## src/rtl/counter_top.sv

```systemverilog
// 4-digit decimal up/down counter on a multiplexed 7-segment display,
// driven by buttons or single-character UART commands, with UART echo.
//
// RX FSM:  RX_IDLE  | waiting for rx to fall
//          RX_START | half-bit wait, confirm start bit still low
//          RX_DATA  | sampling 8 data bits at bit centre, LSB first
//          RX_STOP  | sampling stop bit, byte accepted only if high
// TX FSM:  TX_IDLE  | line high, pops FIFO when it holds data
//          TX_START | driving start bit
//          TX_DATA  | driving 8 data bits, LSB first
//          TX_STOP  | driving stop bit
module counter_top #(
    parameter int CLK_FREQ   = 100_000_000,
    parameter int BAUD_RATE  = 9600,
    parameter int TICK_HZ    = 10,
    parameter int SCAN_HZ    = 1000,
    parameter int FIFO_DEPTH = 4
) (
    input  logic       clk,
    input  logic       rst,
    input  logic       mode,
    input  logic       enable,
    input  logic       clear,
    input  logic       rx,
    output logic       tx,
    output logic [3:0] fnd_com,
    output logic [7:0] fnd_data
);
    localparam int BIT_CLKS  = CLK_FREQ / BAUD_RATE;
    localparam int HALF_CLKS = BIT_CLKS / 2;
    localparam int TICK_CLKS = CLK_FREQ / TICK_HZ;
    localparam int SCAN_CLKS = CLK_FREQ / SCAN_HZ;
    localparam int BIT_W     = $clog2(BIT_CLKS + 1);
    localparam int TICK_W    = $clog2(TICK_CLKS + 1);
    localparam int SCAN_W    = $clog2(SCAN_CLKS + 1);
    localparam int AW        = $clog2(FIFO_DEPTH);

    // ---------------- buttons: {clear, enable, mode}
    logic [2:0] btn_s1, btn_s2, btn_d, btn_pulse;

    always_ff @(posedge clk or negedge rst) begin
        if (!rst) begin
            btn_s1 <= '0;
            btn_s2 <= '0;
            btn_d  <= '0;
        end else begin
            btn_s1 <= {clear, enable, mode};
            btn_s2 <= btn_s1;
            btn_d  <= btn_s2;
        end
    end

    assign btn_pulse = btn_s2 & ~btn_d;

    // ---------------- UART RX
    typedef enum logic [1:0] {RX_IDLE, RX_START, RX_DATA, RX_STOP} rx_state_t;
    rx_state_t        rx_state;
    logic             rx_s1, rx_sync;
    logic [BIT_W-1:0] rx_timer;
    logic [2:0]       rx_bit;
    logic [7:0]       rx_shift, rx_data;
    logic             rx_done;

    always_ff @(posedge clk or negedge rst) begin
        if (!rst) begin
            rx_s1    <= 1'b1;
            rx_sync  <= 1'b1;
            rx_state <= RX_IDLE;
            rx_timer <= '0;
            rx_bit   <= '0;
            rx_shift <= '0;
            rx_data  <= '0;
            rx_done  <= 1'b0;
        end else begin
            rx_s1   <= rx;
            rx_sync <= rx_s1;
            rx_done <= 1'b0;
            case (rx_state)
                RX_IDLE: begin
                    if (!rx_sync) begin
                        rx_timer <= BIT_W'(HALF_CLKS - 1);
                        rx_state <= RX_START;
                    end
                end
                RX_START: begin
                    if (rx_timer == '0) begin
                        if (!rx_sync) begin
                            rx_timer <= BIT_W'(BIT_CLKS - 1);
                            rx_bit   <= '0;
                            rx_state <= RX_DATA;
                        end else begin
                            rx_state <= RX_IDLE;
                        end
                    end else begin
                        rx_timer <= rx_timer - 1'b1;
                    end
                end
                RX_DATA: begin
                    if (rx_timer == '0) begin
                        rx_shift <= {rx_sync, rx_shift[7:1]};
                        rx_timer <= BIT_W'(BIT_CLKS - 1);
                        rx_bit   <= rx_bit + 1'b1;
                        if (rx_bit == 3'd7) rx_state <= RX_STOP;
                    end else begin
                        rx_timer <= rx_timer - 1'b1;
                    end
                end
                RX_STOP: begin
                    if (rx_timer == '0) begin
                        if (rx_sync) begin
                            rx_done <= 1'b1;
                            rx_data <= rx_shift;
                        end
                        rx_state <= RX_IDLE;
                    end else begin
                        rx_timer <= rx_timer - 1'b1;
                    end
                end
                default: rx_state <= RX_IDLE;
            endcase
        end
    end

    // ---------------- command decode; OR-ing means a coincident button and command act once
    logic cmd_run, cmd_clear, cmd_mode;
    logic run_pulse, clear_pulse, mode_pulse;

    assign cmd_run     = rx_done && (rx_data == 8'h52 || rx_data == 8'h72);
    assign cmd_clear   = rx_done && (rx_data == 8'h43 || rx_data == 8'h63);
    assign cmd_mode    = rx_done && (rx_data == 8'h4D || rx_data == 8'h6D);
    assign run_pulse   = btn_pulse[1] | cmd_run;
    assign clear_pulse = btn_pulse[2] | cmd_clear;
    assign mode_pulse  = btn_pulse[0] | cmd_mode;

    // ---------------- counter datapath
    logic              run, dir;
    logic [13:0]       count;
    logic [TICK_W-1:0] tick_cnt;

    always_ff @(posedge clk or negedge rst) begin
        if (!rst) begin
            run      <= 1'b0;
            dir      <= 1'b0;
            count    <= '0;
            tick_cnt <= TICK_W'(TICK_CLKS - 1);
        end else begin
            if (run_pulse)  run <= ~run;
            if (mode_pulse) dir <= ~dir;
            if (clear_pulse) begin
                count    <= '0;
                tick_cnt <= TICK_W'(TICK_CLKS - 1);
            end else if (run) begin
                if (tick_cnt == '0) begin
                    tick_cnt <= TICK_W'(TICK_CLKS - 1);
                    if (!dir) count <= (count == 14'd9999) ? 14'd0 : count + 14'd1;
                    else      count <= (count == 14'd0) ? 14'd9999 : count - 14'd1;
                end else begin
                    tick_cnt <= tick_cnt - 1'b1;
                end
            end
        end
    end

    // ---------------- echo FIFO (drops on full, never overwrites)
    logic [7:0] fifo_mem [FIFO_DEPTH];
    logic [AW:0] wr_ptr, rd_ptr;
    logic        fifo_empty, fifo_full, push, pop;

    typedef enum logic [1:0] {TX_IDLE, TX_START, TX_DATA, TX_STOP} tx_state_t;
    tx_state_t tx_state;

    assign fifo_empty = (wr_ptr == rd_ptr);
    assign fifo_full  = (wr_ptr[AW] != rd_ptr[AW]) && (wr_ptr[AW-1:0] == rd_ptr[AW-1:0]);
    assign push       = rx_done && !fifo_full;
    assign pop        = (tx_state == TX_IDLE) && !fifo_empty;

    always_ff @(posedge clk) begin
        if (push) fifo_mem[wr_ptr[AW-1:0]] <= rx_data;
    end

    always_ff @(posedge clk or negedge rst) begin
        if (!rst) begin
            wr_ptr <= '0;
            rd_ptr <= '0;
        end else begin
            if (push) wr_ptr <= wr_ptr + 1'b1;
            if (pop)  rd_ptr <= rd_ptr + 1'b1;
        end
    end

    // ---------------- UART TX
    logic [BIT_W-1:0] tx_timer;
    logic [2:0]       tx_bit;
    logic [7:0]       tx_shift;

    always_ff @(posedge clk or negedge rst) begin
        if (!rst) begin
            tx_state <= TX_IDLE;
            tx       <= 1'b1;
            tx_timer <= '0;
            tx_bit   <= '0;
            tx_shift <= '0;
        end else begin
            case (tx_state)
                TX_IDLE: begin
                    tx <= 1'b1;
                    if (!fifo_empty) begin
                        tx_shift <= fifo_mem[rd_ptr[AW-1:0]];
                        tx       <= 1'b0;
                        tx_timer <= BIT_W'(BIT_CLKS - 1);
                        tx_state <= TX_START;
                    end
                end
                TX_START: begin
                    if (tx_timer == '0) begin
                        tx       <= tx_shift[0];
                        tx_shift <= tx_shift >> 1;
                        tx_bit   <= '0;
                        tx_timer <= BIT_W'(BIT_CLKS - 1);
                        tx_state <= TX_DATA;
                    end else begin
                        tx_timer <= tx_timer - 1'b1;
                    end
                end
                TX_DATA: begin
                    if (tx_timer == '0) begin
                        if (tx_bit == 3'd7) begin
                            // one cycle shorter: the pass through TX_IDLE completes the stop bit
                            tx       <= 1'b1;
                            tx_timer <= BIT_W'(BIT_CLKS - 2);
                            tx_state <= TX_STOP;
                        end else begin
                            tx       <= tx_shift[0];
                            tx_shift <= tx_shift >> 1;
                            tx_bit   <= tx_bit + 1'b1;
                            tx_timer <= BIT_W'(BIT_CLKS - 1);
                        end
                    end else begin
                        tx_timer <= tx_timer - 1'b1;
                    end
                end
                TX_STOP: begin
                    if (tx_timer == '0) tx_state <= TX_IDLE;
                    else                tx_timer <= tx_timer - 1'b1;
                end
                default: tx_state <= TX_IDLE;
            endcase
        end
    end

    // ---------------- FND scanner
    function automatic logic [3:0] dec_digit(input logic [13:0] v);
        return 4'(v % 14'd10);
    endfunction

    function automatic logic [6:0] seg7(input logic [3:0] d);
        case (d)
            4'd0:    return 7'h40;
            4'd1:    return 7'h79;
            4'd2:    return 7'h24;
            4'd3:    return 7'h30;
            4'd4:    return 7'h19;
            4'd5:    return 7'h12;
            4'd6:    return 7'h02;
            4'd7:    return 7'h78;
            4'd8:    return 7'h00;
            4'd9:    return 7'h10;
            default: return 7'h7F;
        endcase
    endfunction

    logic [SCAN_W-1:0] scan_cnt;
    logic [1:0]        digit_sel;
    logic [3:0]        digit_val;

    always_comb begin
        digit_val = '0;
        case (digit_sel)
            2'd0: digit_val = dec_digit(count);
            2'd1: digit_val = dec_digit(count / 14'd10);
            2'd2: digit_val = dec_digit(count / 14'd100);
            2'd3: digit_val = dec_digit(count / 14'd1000);
            default: digit_val = '0;
        endcase
    end

    always_ff @(posedge clk or negedge rst) begin
        if (!rst) begin
            scan_cnt  <= SCAN_W'(SCAN_CLKS - 1);
            digit_sel <= '0;
            fnd_com   <= 4'b1110;
            fnd_data  <= 8'hC0;
        end else begin
            if (scan_cnt == '0) begin
                scan_cnt  <= SCAN_W'(SCAN_CLKS - 1);
                digit_sel <= digit_sel + 1'b1;
            end else begin
                scan_cnt <= scan_cnt - 1'b1;
            end
            fnd_com  <= ~(4'b0001 << digit_sel);
            fnd_data <= {1'b1, seg7(digit_val)};
        end
    end
endmodule

```

## config.mk

```make
export PLATFORM = sky130hd
export DESIGN_NAME = counter_top
export DESIGN_NICKNAME = d
export VERILOG_FILES = /design/src/rtl/counter_top.sv
export SDC_FILE = /design/constraint.sdc
export NUM_CORES = 1
export LEC_CHECK = 0
export ABC_AREA = 1
export CAP_MARGIN = 20
export CORE_ASPECT_RATIO = 1.2
export CORE_UTILIZATION = 50
export CTS_BUF_LIST = sky130_fd_sc_hd__clkbuf_8
export DETAILED_ROUTE_END_ITERATION = 8
export GPL_TIMING_DRIVEN = 0
export PLACE_DENSITY = 0.66
export SETUP_SLACK_MARGIN = 0.15
export SLEW_MARGIN = 20
export SYNTH_ARGS = -nofsm -noshare
export SYNTH_HDL_FRONTEND = slang
export SYNTH_SLANG_ARGS = --single-unit
```

## constraint.sdc

```tcl
create_clock -name clk -period 19.7 [get_ports clk]
set_clock_uncertainty 0.2 [all_clocks]
set_input_delay 2.955 -clock clk [delete_from_list [all_inputs] [get_ports clk]]
set_output_delay 2.955 -clock clk [all_outputs]
set_load 0.005 [all_outputs]
```

=== Word-level counts from Yosys, hierarchy flattened ===
Memories as Yosys holds them, arrays and structs flattened. A register that Yosys moved wholly into a read port is not among the register bits.
Index checks and enable logic that the tools add are counted.

* Output and inout port bits: 13
* Memories: 2
* Bits in registers: 144
* Memory bits (read-only): 112
* RAM bits: 32
* Input bits: 6

* Div/mod/pow operators: 7
* Shift operators: 1
* Eq/ne operators: 36
* Bitwise operators: 8
* $add $sub $neg: 11
* Multiplexer cells: 59
* Reduce and logical (&&, ||, !) cells: 36

{| class="wikitable"
|+ Memories
! memory !! words !! width !! rd ports !! clocked after Yosys merged registers in !! write ports !! RTL line !! RTL
|-
| (no name shown) || 16 || 7 || 1 || 1 || 0 || 257 || <nowiki>case (d)</nowiki>
|-
| fifo_mem || 4 || 8 || 1 || 0 || 1 || 165 || <nowiki>logic [7:0] fifo_mem [FIFO_DEPTH];</nowiki>
|}

{| class="wikitable"
|+ Operators by type and width
! kind !! count
|-
| $mux W14 || 15
|-
| $pmux W14 S4 || 2
|-
| $mux W24 || 3
|-
| $mod A14 B4 Y14 const B || 4
|-
| $eq A8 B7 Y1 const B || 6
|-
| $logic_not A14 Y1 || 3
|-
| $sub A14 B1 Y14 const B || 3
|-
| $mux W8 || 4
|-
| $ne A2 B2 Y1 const B || 14
|-
| $logic_not A24 Y1 || 1
|-
| $pmux W8 S3 || 1
|-
| $sub A24 B1 Y24 const B || 1
|-
| $mux W2 || 11
|-
| $mux W3 || 6
|-
| $logic_not A17 Y1 || 1
|-
| $mux W17 || 1
|-
| $sub A17 B1 Y17 const B || 1
|-
| $pmux W2 S4 || 2
|-
| $pmux W4 S4 || 1
|-
| $reduce_and A5 Y1 || 3
|-
| $add A14 B1 Y14 const B || 1
|-
| $div A14 B10 Y14 const B || 1
|-
| $div A14 B4 Y14 const B || 1
|-
| $div A14 B7 Y14 const B || 1
|-
| other kinds (28) || 71
|}

=== Depth between registers and ports, before layout ===
* Depth after elaboration: 6
* Gate-level depth with buffers: 169
* Gate-level depth less buffers: 166

=== Worst setup path after synthesis ===
OpenSTA, ideal clock, no wires.

* Path kind: reg2reg
* Start: register digit_sel[0]
* End: register fnd_data[3]
* Required time: 19,383 ps
* Stages on the path, launching flop included: 154
* Period minus slack after synthesis: 18,345 ps
* Setup time: 117 ps
* Slack: 1,355 ps
* Data arrival time: 18,027 ps
* Cells stage by stage: dfrtp_1 -> inv_1 -> ha_1 -> nor2_4 -> inv_2 -> ha_1 -> inv_1 -> nand2_1 -> nand3_1 -> nand2_1 -> nand2_1 -> inv_1 -> ha_1 -> nand2_1 -> nor2_2 -> nand2_1 -> nand3_2 -> nand2_1 -> (+118 left out) -> nand3_1 -> nor2_2 -> nand2_2 -> nand2_4 -> nand4_4 -> nand2_2 -> nand2_1 -> nand2_2 -> nand2_4 -> nand3_2 -> nand2_1 -> nand2_2 -> inv_2 -> ha_1 -> inv_1 -> nand3_1 -> nand3_1 -> nand2_1

{| class="wikitable"
|+ RTL lines
! element !! RTL line !! RTL
|-
| start, declared || 273 || <nowiki>logic [1:0] digit_sel;</nowiki>
|-
| start signal, assigned || 296 || <nowiki>digit_sel <= digit_sel + 1'b1;</nowiki>
|-
| end, declared || 27 || <nowiki>output logic [7:0] fnd_data</nowiki>
|}

==> results.md <==
- Root Driver: clkbuf_8
- Syn_area_per_cell: 7.46 um2
- Mapped Area: 14300 um2
- Worst EP arrival: 18.86 ns
- Syn nets: just over 2000
- Hold Path End: btn_s2[2]
- Most frequent cells in the layout: 327 x nand2_1, 235 x inv_1, 203 x nor2_1
- Slew margin rel.: a little under a quarter
- Hold path cells: 0
- Initial Utilization: between 50% and 60%
- Vias: 12800
- Crit path max fanout: 8
- Wire per inst: around 14 um
- Maximum number of pins on one net before global-route repair: 88
- Setup TNS Final: 0 ns
- Sequential area share after synthesis: around a third
- Utilization after layout: 61.0%
- Layout cells sized above 1: 22.6%
- Type of the worst setup path: flop to flop
- Worst-case reg-to-reg path depth: ~160
- WP buf/inv: 32
- Top FF cell, synth: dfrtp_1
- Routed WL: about 33000 um
- Total GRT Usage: 22.6%
- Commonest non-fill, non-tap cell in the layout: nand2_1
- Crit path launch type: flop
- Status: finished, final reports clean
- FF-to-FF End: fnd_data[3]
- Area grow syn2layout: 19.6%
- Netlist cell types: 68
- GRT overflow: 0
- CTS tree: done
- Clk Latency, worst-skew pair: between 0.4 and 0.5 ns
- Synth Register Bits: roughly 180
- Post-route ant nets: 0
- Worst-path clk slew: approximately 0.10 ns
- Initial DRC count: around 570
- Count of hold buffers inserted by post-cts repair: 0
- Core ar.: around 28000 um2
- CP peak stage delay: ~0.53 ns
- Die Area: between 20000 and 30000 um2
- Async SR Flop Fraction: between 80% and 90%
- EDFF count, synth: 32
- Setup crit end kind: flop
- Post-synthesis cell count: about 1900
- Hpwl dp: 23400 um
- Diode count: 0
- I/O pin total: 19
- GP Congestion: 0.895
- Clock sink count: roughly 180
- First-pass GRT wire length: between 50000 and 60000 um
- Clk buf depth: 2
- FILL cells: between 2000 and 3000
- Height of the die: around 190 um
- Initial antenna violation count: 0
- Final hold violation count: 0
- Crit path top cell by count: nand2_2
- Period utilisation layout: 94.8%
- Synth warn: 0
- FF-to-FF Start: digit_sel[0]
- Setup Viol. Count Final: 0
- # DRC: 0
- Stages on the worst setup path: roughly 160
- Final net count: about 2200
- Hold WC Path Type: flop to flop
- Std-Cell Rows: 67
- # Max-Cap Violations: 0
- Worst endpoint required time: just under 20 ns
- Vias per cell: 5.26
- Min cycle time layout: approximately 19 ns
- Critical path's top delay family: simple AND/OR/NAND/NOR gates
- Flop-to-flop setup slack: between 1 and 1.5 ns
- CTS Buf Count: 17
- # H-tree levels: 4
- Vias in the first global route: ~12000
- Input/output buffers: 17
- Slew @ Worst Pin: around 1.2 ns
- Chip width: about 160 um
- Crit-path slowest cell: or4_4
- Final Slew Violations: 0
- Fmax: between 0.05 and 0.06 GHz
- HP Start: btn_s1[2]
- DRT Pass-1 Iters: 6
[worst max-delay path by stage]
| stage | startpoint | end | slack, ns |
|---|---|---|---|
| after global routing | digit_sel[0] | fnd_data[3] | -0.30 |
| after global placement | digit_sel[0] | fnd_data[3] | -1.08 |
| after CTS | digit_sel[0] | fnd_data[3] | 0.16 |
| after floorplan | digit_sel[0] | fnd_data[3] | 1.36 |
| final | digit_sel[0] | fnd_data[3] | 1.02 |
| after detailed placement | digit_sel[0] | fnd_data[3] | -1.42 |
[repair_timing]
item | 4_1_cts | 5_1_grt
gates resized for setup | 54 | 193
cloned | 0 | 2
endpoints found under the setup margin | 7 | 7
pin swaps | 20 | 130
setup buffers | 22 | 72
[area by class of cell]
class	count	area, um2	area share, %
inverters	286	1120	6.57
multi-input cells	1408	9180	53.7
repair inverters	1	8.76	0.0513
well taps	379	474	2.78
plain buffers	38	205	1.20
clock buffers	18	248	1.45
flip-flops and latches	183	4780	28.0
clock inverters	14	123	0.718
repair buffers	113	941	5.51
[state kept, by name, indices dropped and copies added (netlist names), 2 cells and up, named ones only]
name,cells
tx_shift,8
fnd_data,7
tx_state,2
fnd_com,4
btn_s1,3
rx_bit,3
count,14
rd_ptr,3
tx_bit,3
btn_d,3
rx_shift,8
btn_s2,3
tx_timer,14
rx_timer,14
tick_cnt,24
rx_data,8
digit_sel,2
wr_ptr,3
scan_cnt,17
fifo_mem,32
[logic make-up after synthesis]
family / after synthesis / share of synthesized area, %
AOI/OAI and AO/OA: 319 / 12.9
other: 1 / 0.0262
and+or+nand+nor: 875 / 28.8
buffers and inverters: 324 / 8.72
xor gates and xnor gates: 99 / 6.17
adders and majority gates: 113 / 9.89
muxes: 1 / 0.0700
DFF: 183 / 33.4
[layer usage]
metal	wire length, um	global-route usage [%]	up-vias	part of all wire, %
met5	0	0	-	0
met3	835	2.90	55	2.5
met1	14400	27.1	6048	43
li1	-	-	6550	-
met4	758	6.37	0	2.3
met2	17300	41.7	193	52
[worst register-to-register path: cells and delay by family, from the launching register on]
family	cells	cell delay [ns]
DFF	1	0.47
and+or+nand+nor	90	9.37
adders and majority gates	15	3.84
buffers and inverters	32	2.35
xor gates and xnor gates	1	0.17
AOI/OAI and AO/OA	18	2.18
[synth_stat cells (3+ instances only)]
library cell / instances / area (um2)
o21ai_2: 6 / 52.6
nor2_2: 16 / 100
clkinv_1: 3 / 11.3
nand2_4: 18 / 203
o21ai_0: 129 / 646
nand4_1: 33 / 206
o211ai_1: 7 / 52.6
dfrtp_1: 120 / 3000
nor4_1: 13 / 81.3
a21oi_1: 79 / 395
ha_1: 113 / 1410
o21a_1: 4 / 30.0
a31oi_1: 20 / 125
buf_4: 3 / 22.5
xor2_1: 78 / 683
xnor2_1: 19 / 166
nand2_1: 363 / 1360
o31ai_1: 6 / 45.0
nand3_4: 3 / 52.6
clkbuf_1: 31 / 116
nor3_1: 34 / 170
dfstp_2: 31 / 815
edfxtp_1: 32 / 961
o22ai_1: 19 / 119
nor2_1: 212 / 796
o21bai_1: 8 / 60.1
inv_2: 28 / 105
nand3_2: 14 / 140
nor3b_1: 6 / 45.0
or2_2: 19 / 119
nand2_2: 37 / 231
a32o_1: 4 / 40.0
inv_1: 254 / 953
o21ai_1: 16 / 80.1
nand3_1: 93 / 465
[per-stage QoR]
step	setup WS (ns)	hold WS [ns]	cells	instance area (um2)
after global routing	-0.297	0.182	2440	17100
after detailed placement	-1.42	0.156	2312	15000
after floorplan	1.36	0.131	1915	14300
final	1.02	0.171	2440	17100
after CTS	0.163	0.175	2366	15700
after global placement	-1.08	0.151	2311	14900
Power is not shown: default switching activity piles up to over one toggle a cycle in this logic, so the estimate is an artifact.
